### src/rtl/vend_credit_controller.sv
// Coin-credit and vend controller: accumulates coins, vends when credit covers
// PRICE, returns change or a full refund, and holds the result for HOLD_CYCLES.
module vend_credit_controller #(
  parameter int PRICE       = 65,
  parameter int MAX_CREDIT  = 995,
  parameter int HOLD_CYCLES = 50_000_000
) (
  input  logic        i_clk,
  input  logic        i_rst,
  input  logic        i_coin_5,
  input  logic        i_coin_10,
  input  logic        i_coin_25,
  input  logic        i_buy,
  input  logic        i_cancel,
  output logic [31:0] o_collected,
  output logic [31:0] o_change,
  output logic        o_dispense,
  output logic        o_coin_reject,
  output logic        o_short,
  output logic [1:0]  o_state
);

  localparam int TW = $clog2(HOLD_CYCLES + 1);

  typedef enum logic [1:0] {
    S_IDLE    = 2'd0,
    S_COLLECT = 2'd1,
    S_SHOW    = 2'd2
  } state_e;

  state_e          state_q, state_d;
  logic [9:0]      credit_q, credit_d;
  logic [9:0]      change_q, change_d;
  logic [TW-1:0]   timer_q, timer_d;
  logic            dispense_q, dispense_d;
  logic            reject_q, reject_d;
  logic            short_q, short_d;

  logic [1:0]      coin_cnt;
  logic            any_coin;
  logic            valid_coin;
  logic [9:0]      coin_val;
  logic [10:0]     credit_sum;
  logic            coin_fits;
  logic            can_vend;
  logic            hold_done;

  // Coin decode: only a single asserted coin line carries a value.
  always_comb begin
    coin_cnt   = {1'b0, i_coin_5} + {1'b0, i_coin_10} + {1'b0, i_coin_25};
    any_coin   = i_coin_5 | i_coin_10 | i_coin_25;
    valid_coin = (coin_cnt == 2'd1);
    coin_val   = 10'd0;
    if (i_coin_5)  coin_val = 10'd5;
    if (i_coin_10) coin_val = 10'd10;
    if (i_coin_25) coin_val = 10'd25;
    // One extra bit so the overflow test itself can never wrap.
    credit_sum = {1'b0, credit_q} + {1'b0, coin_val};
    coin_fits  = (credit_sum <= 11'(MAX_CREDIT));
    can_vend   = (credit_q >= 10'(PRICE));
    hold_done  = (timer_q == TW'(HOLD_CYCLES - 1));
  end

  always_comb begin
    // NOTE: every next-state signal gets a default first, so no branch can
    // leave one unassigned and infer a latch.
    state_d    = state_q;
    credit_d   = credit_q;
    change_d   = change_q;
    timer_d    = timer_q;
    dispense_d = 1'b0;
    reject_d   = 1'b0;
    short_d    = 1'b0;

    unique case (state_q)
      S_IDLE: begin
        if (i_buy) begin
          short_d  = 1'b1;
          reject_d = any_coin;
        end else if (valid_coin) begin
          credit_d = coin_val;
          change_d = 10'd0;
          state_d  = S_COLLECT;
        end else if (any_coin) begin
          reject_d = 1'b1;
        end
      end

      S_COLLECT: begin
        if (i_cancel) begin
          change_d = credit_q;
          credit_d = 10'd0;
          timer_d  = '0;
          reject_d = any_coin;
          state_d  = S_SHOW;
        end else if (i_buy && can_vend) begin
          dispense_d = 1'b1;
          change_d   = credit_q - 10'(PRICE);
          credit_d   = 10'd0;
          timer_d    = '0;
          reject_d   = any_coin;
          state_d    = S_SHOW;
        end else begin
          // A refused buy does not consume the cycle; a coin is still judged.
          short_d = i_buy;
          if (valid_coin && coin_fits) begin
            credit_d = credit_sum[9:0];
          end else if (any_coin) begin
            reject_d = 1'b1;
          end
        end
      end

      S_SHOW: begin
        reject_d = any_coin;
        if (hold_done) begin
          timer_d  = '0;
          change_d = 10'd0;
          state_d  = S_IDLE;
        end else begin
          timer_d = timer_q + 1'b1;
        end
      end

      default: begin
        state_d = S_IDLE;
      end
    endcase
  end

  // NOTE: sequential state uses non-blocking assignments only, so every
  // register samples the pre-edge values regardless of statement order.
  always_ff @(posedge i_clk) begin
    if (i_rst) begin
      state_q    <= S_IDLE;
      credit_q   <= 10'd0;
      change_q   <= 10'd0;
      timer_q    <= '0;
      dispense_q <= 1'b0;
      reject_q   <= 1'b0;
      short_q    <= 1'b0;
    end else begin
      state_q    <= state_d;
      credit_q   <= credit_d;
      change_q   <= change_d;
      timer_q    <= timer_d;
      dispense_q <= dispense_d;
      reject_q   <= reject_d;
      short_q    <= short_d;
    end
  end

  assign o_collected   = {22'd0, credit_q};
  assign o_change      = {22'd0, change_q};
  assign o_dispense    = dispense_q;
  assign o_coin_reject = reject_q;
  assign o_short       = short_q;
  assign o_state       = state_q;

endmodule
### config.mk
export PLATFORM = sky130hd
export DESIGN_NAME = vend_credit_controller
export DESIGN_NICKNAME = d
export VERILOG_FILES = /design/src/rtl/vend_credit_controller.sv
export SDC_FILE = /design/constraint.sdc
export NUM_CORES = 1
export LEC_CHECK = 0
export CORE_MARGIN = 1
export CORE_UTILIZATION = 44
export CTS_BUF_LIST = sky130_fd_sc_hd__clkbuf_4 sky130_fd_sc_hd__clkbuf_8
export CTS_CLUSTER_SIZE = 14
export DETAILED_ROUTE_END_ITERATION = 6
export MAX_ROUTING_LAYER = met4
export PLACE_DENSITY = 0.73
export SLEW_MARGIN = 20
export SYNTH_ARGS = -nofsm -noshare
export SYNTH_HDL_FRONTEND = slang
export SYNTH_SLANG_ARGS = --single-unit
export TNS_END_PERCENT = 100
### constraint.sdc
create_clock -name i_clk -period 2.4 [get_ports i_clk]
set_input_delay 0.36 -clock i_clk [delete_from_list [all_inputs] [get_ports i_clk]]
set_output_delay 0.36 -clock i_clk [all_outputs]
set_load 0.05 [all_outputs]
==> results of run 1 <==
[power groups by stage]
stage | Clock [mW] | Sequential, mW | Combinational, mW
floorplan | 0 | 0.978 | 0.509
global placement | 0 | 0.912 | 0.723
detailed placement | 0 | 0.911 | 0.730
CTS | 0.525 | 0.892 | 0.780
global route | 0.556 | 0.897 | 0.863
finish | 0.519 | 0.895 | 0.810
[sequential cells by signal, summed over array words and instances (netlist names)]
register and cells:
o_dispense 1, o_state 2, o_coin_reject 1, o_short 1, credit_q 10, change_q 10
timer_q 26
[repair_timing]
item,in CTS,in global routing
cloned,0,0
hold buffers,0,0
setup endpoints to repair,21,16
pin swaps,13,8
gates resized for setup,32,21
setup buffers,3,1
[layout make-up]
type | count | area share, %
Clock buffer | 6 | 1.677
Clock inverter | 2 | 0.3573
Inverter | 8 | 0.6597
Multi-Input combinational cell | 384 | 55.63
Sequential cell | 51 | 22.57
Tap cell | 102 | 2.804
Timing Repair Buffer | 89 | 16.30
[cells by family (layout without fill, tap and decap cells)]
family                   count (synthesis)  count (layout)  share of synthesized area [%]
AO/OA/AOI/OAI                          137             137                          24.00
multiplexers                             2               2                         0.5788
adder cells (fa/ha/maj)                 10              10                          3.814
XOR/XNOR                                11              11                          2.622
other                                    1              44                         0.1020
flip-flops                              51              51                          27.78
buffers and inverters                   78             105                          14.20
AND/OR/NAND/NOR                        180             180                          26.90
[metal layers]
| metal | up-vias | routed length (µm) | global-route usage (%) |
|---|---|---|---|
| met4 | 0 | 191 | 8.077 |
| met1 | 1656 | 4267 | 28.60 |
| li1 | 1761 | - | - |
| met3 | 17 | 473 | 2.764 |
| met2 | 131 | 4305 | 34.99 |
| met5 | - | 0 | - |
[worst paths after layout]
check | start | end | slack, ns | cells after the start
worst max-delay path | credit_q[0] | credit_q[7] | 0.07 | 8
worst min-delay path | i_rst | change_q[5] | 0.45 | 2
worst max register to register | credit_q[0] | credit_q[7] | 0.07 | 8
worst min register to register | change_q[7] | change_q[7] | 0.45 | 2
[cells in the mapped netlist, types with 2 or more instances]
| master | n |
|---|---|
| sky130_fd_sc_hd__nor2_1 | 55 |
| sky130_fd_sc_hd__dfxtp_1 | 51 |
| sky130_fd_sc_hd__a21oi_1 | 50 |
| sky130_fd_sc_hd__buf_4 | 48 |
| sky130_fd_sc_hd__nand2_1 | 27 |
| sky130_fd_sc_hd__o21ai_0 | 22 |
| sky130_fd_sc_hd__or3_1 | 15 |
| sky130_fd_sc_hd__a211oi_1 | 13 |
| sky130_fd_sc_hd__nand3_1 | 13 |
| sky130_fd_sc_hd__clkbuf_1 | 10 |
| sky130_fd_sc_hd__xnor2_1 | 9 |
| sky130_fd_sc_hd__ha_1 | 8 |
| sky130_fd_sc_hd__inv_1 | 8 |
| sky130_fd_sc_hd__nand2b_1 | 8 |
| sky130_fd_sc_hd__nor3_1 | 8 |
| sky130_fd_sc_hd__a31oi_1 | 6 |
| sky130_fd_sc_hd__nand4b_1 | 6 |
| sky130_fd_sc_hd__a221oi_1 | 5 |
| sky130_fd_sc_hd__and3_1 | 5 |
| sky130_fd_sc_hd__buf_2 | 5 |
| sky130_fd_sc_hd__nor2b_1 | 5 |
| sky130_fd_sc_hd__nor4_1 | 5 |
| sky130_fd_sc_hd__or4_1 | 5 |
| sky130_fd_sc_hd__a311oi_1 | 4 |
| sky130_fd_sc_hd__a41oi_1 | 4 |
| sky130_fd_sc_hd__and2_1 | 4 |
| sky130_fd_sc_hd__buf_6 | 4 |
| sky130_fd_sc_hd__nor3b_1 | 4 |
| sky130_fd_sc_hd__nand4_1 | 3 |
| sky130_fd_sc_hd__o21a_1 | 3 |
| sky130_fd_sc_hd__o31ai_1 | 3 |
| sky130_fd_sc_hd__a21boi_0 | 2 |
| sky130_fd_sc_hd__a21o_1 | 2 |
| sky130_fd_sc_hd__a22oi_1 | 2 |
| sky130_fd_sc_hd__fa_1 | 2 |
| sky130_fd_sc_hd__nand3b_1 | 2 |
| sky130_fd_sc_hd__nor4_2 | 2 |
| sky130_fd_sc_hd__nor4_4 | 2 |
| sky130_fd_sc_hd__o21ai_1 | 2 |
| sky130_fd_sc_hd__o21bai_1 | 2 |
| sky130_fd_sc_hd__o32ai_1 | 2 |
| sky130_fd_sc_hd__or2_2 | 2 |
| sky130_fd_sc_hd__xor2_1 | 2 |
[critical path, stage by stage, from the launching register on]
cell and delay, ns:
sky130_fd_sc_hd__dfxtp_2 0.35, sky130_fd_sc_hd__ha_4 0.16, sky130_fd_sc_hd__fa_2 0.38, sky130_fd_sc_hd__a211oi_4 0.32
sky130_fd_sc_hd__o21bai_4 0.13, sky130_fd_sc_hd__a31o_4 0.30, sky130_fd_sc_hd__nor4_4 0.25, sky130_fd_sc_hd__o21ai_2 0.12
sky130_fd_sc_hd__o32ai_2 0.25
[stage by stage]
stage | area, µm² | setup slack [ns] | std cells | hold slack (ns)
after floorplan | 3875 | 0.007590 | 513 | 0.4524
after global placement | 4234 | -0.6089 | 630 | 0.4408
after detailed placement | 4234 | -0.6872 | 630 | 0.4453
after CTS | 4461 | 0.01393 | 641 | 0.4479
after global routing | 4552 | -0.02733 | 642 | 0.4641
final | 4552 | 0.07049 | 642 | 0.4545
==> results.yml, run 1 <==
status:
  result_of_the_run: "complete, no violations"
clocking:
  cts_tree: "built"
  clk_transition_reported_paths_ns: 0.09
  cts_h_tree_depth: 2
  cts_buffers: 5
  cts_max_path_buffers: 2
  ctsRootBufferMaster: "sky130_fd_sc_hd__clkbuf_8"
  clkSinkCount: 51
  worst_skew_pair_latency_ns: 0.31
route:
  remaining_drc_errors: 0
  vias_per_cell: 5.553
  route.final.wire_length_um: 9237
  drtAntennaViolNets: 0
  routed-via-count: 3565
  drt_pre_antenna_iters: 4
  drt-initial-drc-count: 167
  wl_per_cell_um: 14.39
sta:
  slew_headroom_pct: 65.96
  setup_total_negative_slack_ns: 0
  final.period_utilization_pct: 97.06
  finalHoldViolCount: 0
  clock.fmax_mhz: 429.3
  tightestPinTransition_ns: 0.5091
  final_max_slew_viol_count: 0
  timing.clock.skew_ns: 0.006033
  setup_viol_count_final: 0
  finalCriticalPeriod_ns: 2.330
  grt_setup_unrepaired: "true"
layout:
  drive_above_1_share_pct: 23.33
  final_net_count: 556
  final_core_utilization_pct: 57.71
  final_common_cell: "sky130_fd_sc_hd__buf_4"
  diodes: 0
  layout-area-overhead-vs-synth_pct: 23.87
  ff_latch_area_um2: 1027
  final_cell_mix: "sky130_fd_sc_hd__buf_4, sky130_fd_sc_hd__nor2_1, sky130_fd_sc_hd__a21oi_1, sky130_fd_sc_hd__dfxtp_1, sky130_fd_sc_hd__conb_1"
  fillerInstances: 739
  multi_input_comb_area_um2: 2532
job:
  timing.max_cap.violations: 0
synth:
  postSynth.asyncResetShare_pct: 0
  yosys_register_bits: 51
  ys_seq_area_share_pct: 27.78
  synthesis.instances: 470
  synth_top_area_share_pct: 27.78
  synth.yosys.warnings: 0
  synth.area.top_cells: "sky130_fd_sc_hd__dfxtp_1, sky130_fd_sc_hd__buf_4, sky130_fd_sc_hd__a21oi_1"
  synthDistinctLibCells: 73
  synth.largest_area_cell: "sky130_fd_sc_hd__dfxtp_1"
  synth-edff-count: 0
  post_synth_instance_area_um2: 3675
  most_used_dff_post_synth: "sky130_fd_sc_hd__dfxtp_1"
  mean_instance_size_in_the_synthesized_netlist_um2: 7.819
placed_design:
  io_buffers: 31
  gpl.final_weighted_congestion: 0.9513
  hpwlAfterDp_um: 6588
die:
  floorplan.die_area_um2: 8721
  floorplan.initialDensity_pct: 46.59
  ios: 76
  rows: 32
  placeableCoreArea_um2: 7888
  y_dimension_of_the_die_um: 93.39
  die-width_um: 93.39
grt:
  grt_pass1_vias: 3218
  global_route.usage.total_pct: 21.97
  grt-ovfl-total: 0
  antenna_found_initial: 0
  grt_pass1_wl_um: 15080
  grt_start_max_net_pins: 35
power:
  cell_internal_pwr_mw: 1.383
  power.total_mw: 2.224
  pwr_density_cell_nw_per_um2: 488.7
  p_leak_nw: 1.686
  p_comb_share_pct: 36.4
  switching_share_of_power_pct: 37.84
  irDropWorstVdd_mv: 0.2435
  power.sequential.fraction_pct: 40.2
  switching_power_mw: 0.8416
  p_clk_share_pct: 23.3
worst_setup_path:
  crit_end_category: "flop"
  required_ns: 2.62
  cp_data_arrival_time_ns: 2.55
  critPathLaunchType: "flop"
  crit_type: "flop to flop"
  critPathMaxFanout: 6
min_path:
  min_path_type: "primary input to flop"
Power figures use the tool's default switching activity.
==> inputs of run 2 (changes only) <==
--- a/config.mk
+++ b/config.mk
@@ -12,7 +12,6 @@
 export DETAILED_ROUTE_END_ITERATION = 6
 export MAX_ROUTING_LAYER = met4
 export PLACE_DENSITY = 0.73
-export SLEW_MARGIN = 20
 export SYNTH_ARGS = -nofsm -noshare
 export SYNTH_HDL_FRONTEND = slang
 export SYNTH_SLANG_ARGS = --single-unit
==> results of run 2 <==
Same layout as run 1: the final DEF is identical, and so are final timing and power.
==> inputs of run 3 (changes only) <==
==> constraint.sdc (replaced) <==
create_clock -name i_clk -period 2.4 [get_ports i_clk]
set_input_delay 0.48 -clock i_clk [delete_from_list [all_inputs] [get_ports i_clk]]
set_output_delay 0.48 -clock i_clk [all_outputs]
set_load 0.05 [all_outputs]
==> run 3 against run 2 <==
The run now ends with negative setup slack left. Via count is 1.6% higher. Die area stayed put. Clock power is 8.5% higher. Core utilization is 0.90 points higher. Critical path depth is 4 higher. Critical path type is now primary input to flop. Largest cell class unchanged. Highest routed layer unchanged.
==> results.yml, run 3 (same netlist as run 1, synthesis figures left out) <==
route:
  wl_per_cell_um: 14.76
  drt-initial-drc-count: 168
  vias_per_cell: 5.623
  drtAntennaViolNets: 0
  remaining_drc_errors: 0
  routed-via-count: 3621
  drt_pre_antenna_iters: 4
  route.final.wire_length_um: 9504
sta:
  slew_headroom_pct: 55.58
  final.period_utilization_pct: 102.9
  clock.fmax_mhz: 405.0
  final.setup.worst_slack_ns: -0.06901
  setup_viol_count_final: 9
  timing.clock.skew_ns: 0.009566
  tightestPinTransition_ns: 0.6663
  finalCriticalPeriod_ns: 2.469
  setup_total_negative_slack_ns: -0.3780
  grt_setup_unrepaired: "true"
  fin_hold_ws_ns: 0.4542
  finalHoldViolCount: 0
  final_max_slew_viol_count: 0
die:
  floorplan.initialDensity_pct: 46.59
  rows: 32
  placeableCoreArea_um2: 7888
  y_dimension_of_the_die_um: 93.39
  die-width_um: 93.39
  floorplan.die_area_um2: 8721
  ios: 76
layout:
  multi_input_comb_area_um2: 2545
  ff_latch_area_um2: 1027
  fillerInstances: 680
  final_net_count: 558
  postLayoutCellArea_um2: 4623
  final_cell_mix: "sky130_fd_sc_hd__buf_4, sky130_fd_sc_hd__nor2_1, sky130_fd_sc_hd__a21oi_1, sky130_fd_sc_hd__dfxtp_1, sky130_fd_sc_hd__conb_1"
  largest_register_ffs: 26
  final_core_utilization_pct: 58.61
  largest-register: "timer_q"
  layout_top_registers: "timer_q x26, change_q x10, credit_q x10"
  final_common_cell: "sky130_fd_sc_hd__buf_4"
  drive_above_1_share_pct: 24.91
  layout-area-overhead-vs-synth_pct: 25.81
  layoutNonFillerInstCount: 644
  diodes: 0
placed_design:
  hpwlAfterDp_um: 6593
  numPlacedInstances: 624
  io_buffers: 31
  gpl.final_weighted_congestion: 0.8788
  placed_area_um2: 4220
  detailedPlace.worstSlack_ns: -0.8375
clocking:
  cts_h_tree_depth: 2
  cts_tree: "built"
  cts_buffers: 5
  worst_skew_pair_latency_ns: 0.31
  ctsRootBufferMaster: "sky130_fd_sc_hd__clkbuf_8"
  clkSinkCount: 51
  clk_transition_reported_paths_ns: 0.10
  cts.hold.buffers_added: 0
  cts_max_path_buffers: 2
power:
  pwr_density_cell_nw_per_um2: 497.8
  p_leak_nw: 1.701
  irDropWorstVdd_mv: 0.2321
  power.total_mw: 2.301
grt:
  grt_pass1_vias: 3203
  antenna_found_initial: 0
  global_route.usage.total_pct: 22.25
  grt_start_max_net_pins: 32
  grt_pass1_wl_um: 15230
  grt-ovfl-total: 0
worst_setup_path:
  cp_data_arrival_time_ns: 2.64
  critical_path.cell_chain: "buf_8 > inv_4 > o21ai_2 > ha_2 > fa_2 > buf_6 > nor2_4 > a21oi_2 > or3_4 > o21a_1 > a31oi_4 > a221oi_2"
  critical-path-max-stage-delay_ns: 0.42
  crit_type: "primary input to flop"
  required_ns: 2.57
  crit_end_category: "flop"
  worst_path_depth: 12
  reg2regPathDepth: 9
  critPathMaxFanout: 5
  timing.critical_path.slowest_stage_cell: "sky130_fd_sc_hd__fa_2"
  worst_path_top_cell_family_by_delay: "compound AO/OA/AOI/OAI gates"
  slack_of_the_worst_reg_to_reg_path_ns: 0
  critical_path.n_buffers_inverters: 3
  critPathLaunchType: "primary input"
status:
  result_of_the_run: "finished, violations left"
  failed_checks: "negative setup slack"
min_path:
  min_path_type: "flop to flop"
  holdPathStages: 2
job:
  timing.max_cap.violations: 0
-- run 3: power breakdown --
part | switching [mW] | total, mW | internal, mW
logic | 0.524 | 0.836 | 0.313
clock network | 0.288 | 0.563 | 0.275
registers | 0.0345 | 0.902 | 0.868
total | 0.846 | 2.30 | 1.46
-- run 3: layout make-up --
type                            count  share of cell area (%)
Clock buffer                        8                   2.246
Inverter                            8                  0.7578
Multi-Input combinational cell    384                   55.05
Sequential cell                    51                   22.22
Tap cell                          102                   2.760
Timing Repair Buffer               91                   16.97
-- run 3: timing repair --
| item | 4_1_cts | 5_1_grt |
|---|---|---|
| resized for setup | 34 | 29 |
| buffers inserted | 9 | 3 |
| pin swaps | 8 | 9 |
| setup endpoints to repair | 21 | 20 |
-- run 3: worst register-to-register path, delay by kind of cell, from the launching register on --
kind	cells	cell delay, ns
buffers and inverters	1	0.15
AND/OR/NAND/NOR	2	0.47
flip-flops	1	0.34
AO/OA/AOI/OAI	4	0.71
adder cells (fa/ha/maj)	2	0.60
-- run 3: routing by layer --
metal / vias to the layer above / routed length (µm) / track usage (%)
met3: 17 / 680 / 3.252
met1: 1696 / 4400 / 29.67
met4: 0 / 139 / 7.051
met5: - / 0 / -
li1: 1765 / - / -
met2: 143 / 4283 / 34.74
-- run 3: path summary, 6_finish.rpt --
path,from,end
max reg2reg,credit_q[0],credit_q[3]
min reg2reg,change_q[8],change_q[8]
max,i_coin_25,credit_q[3]
min,change_q[8],change_q[8]
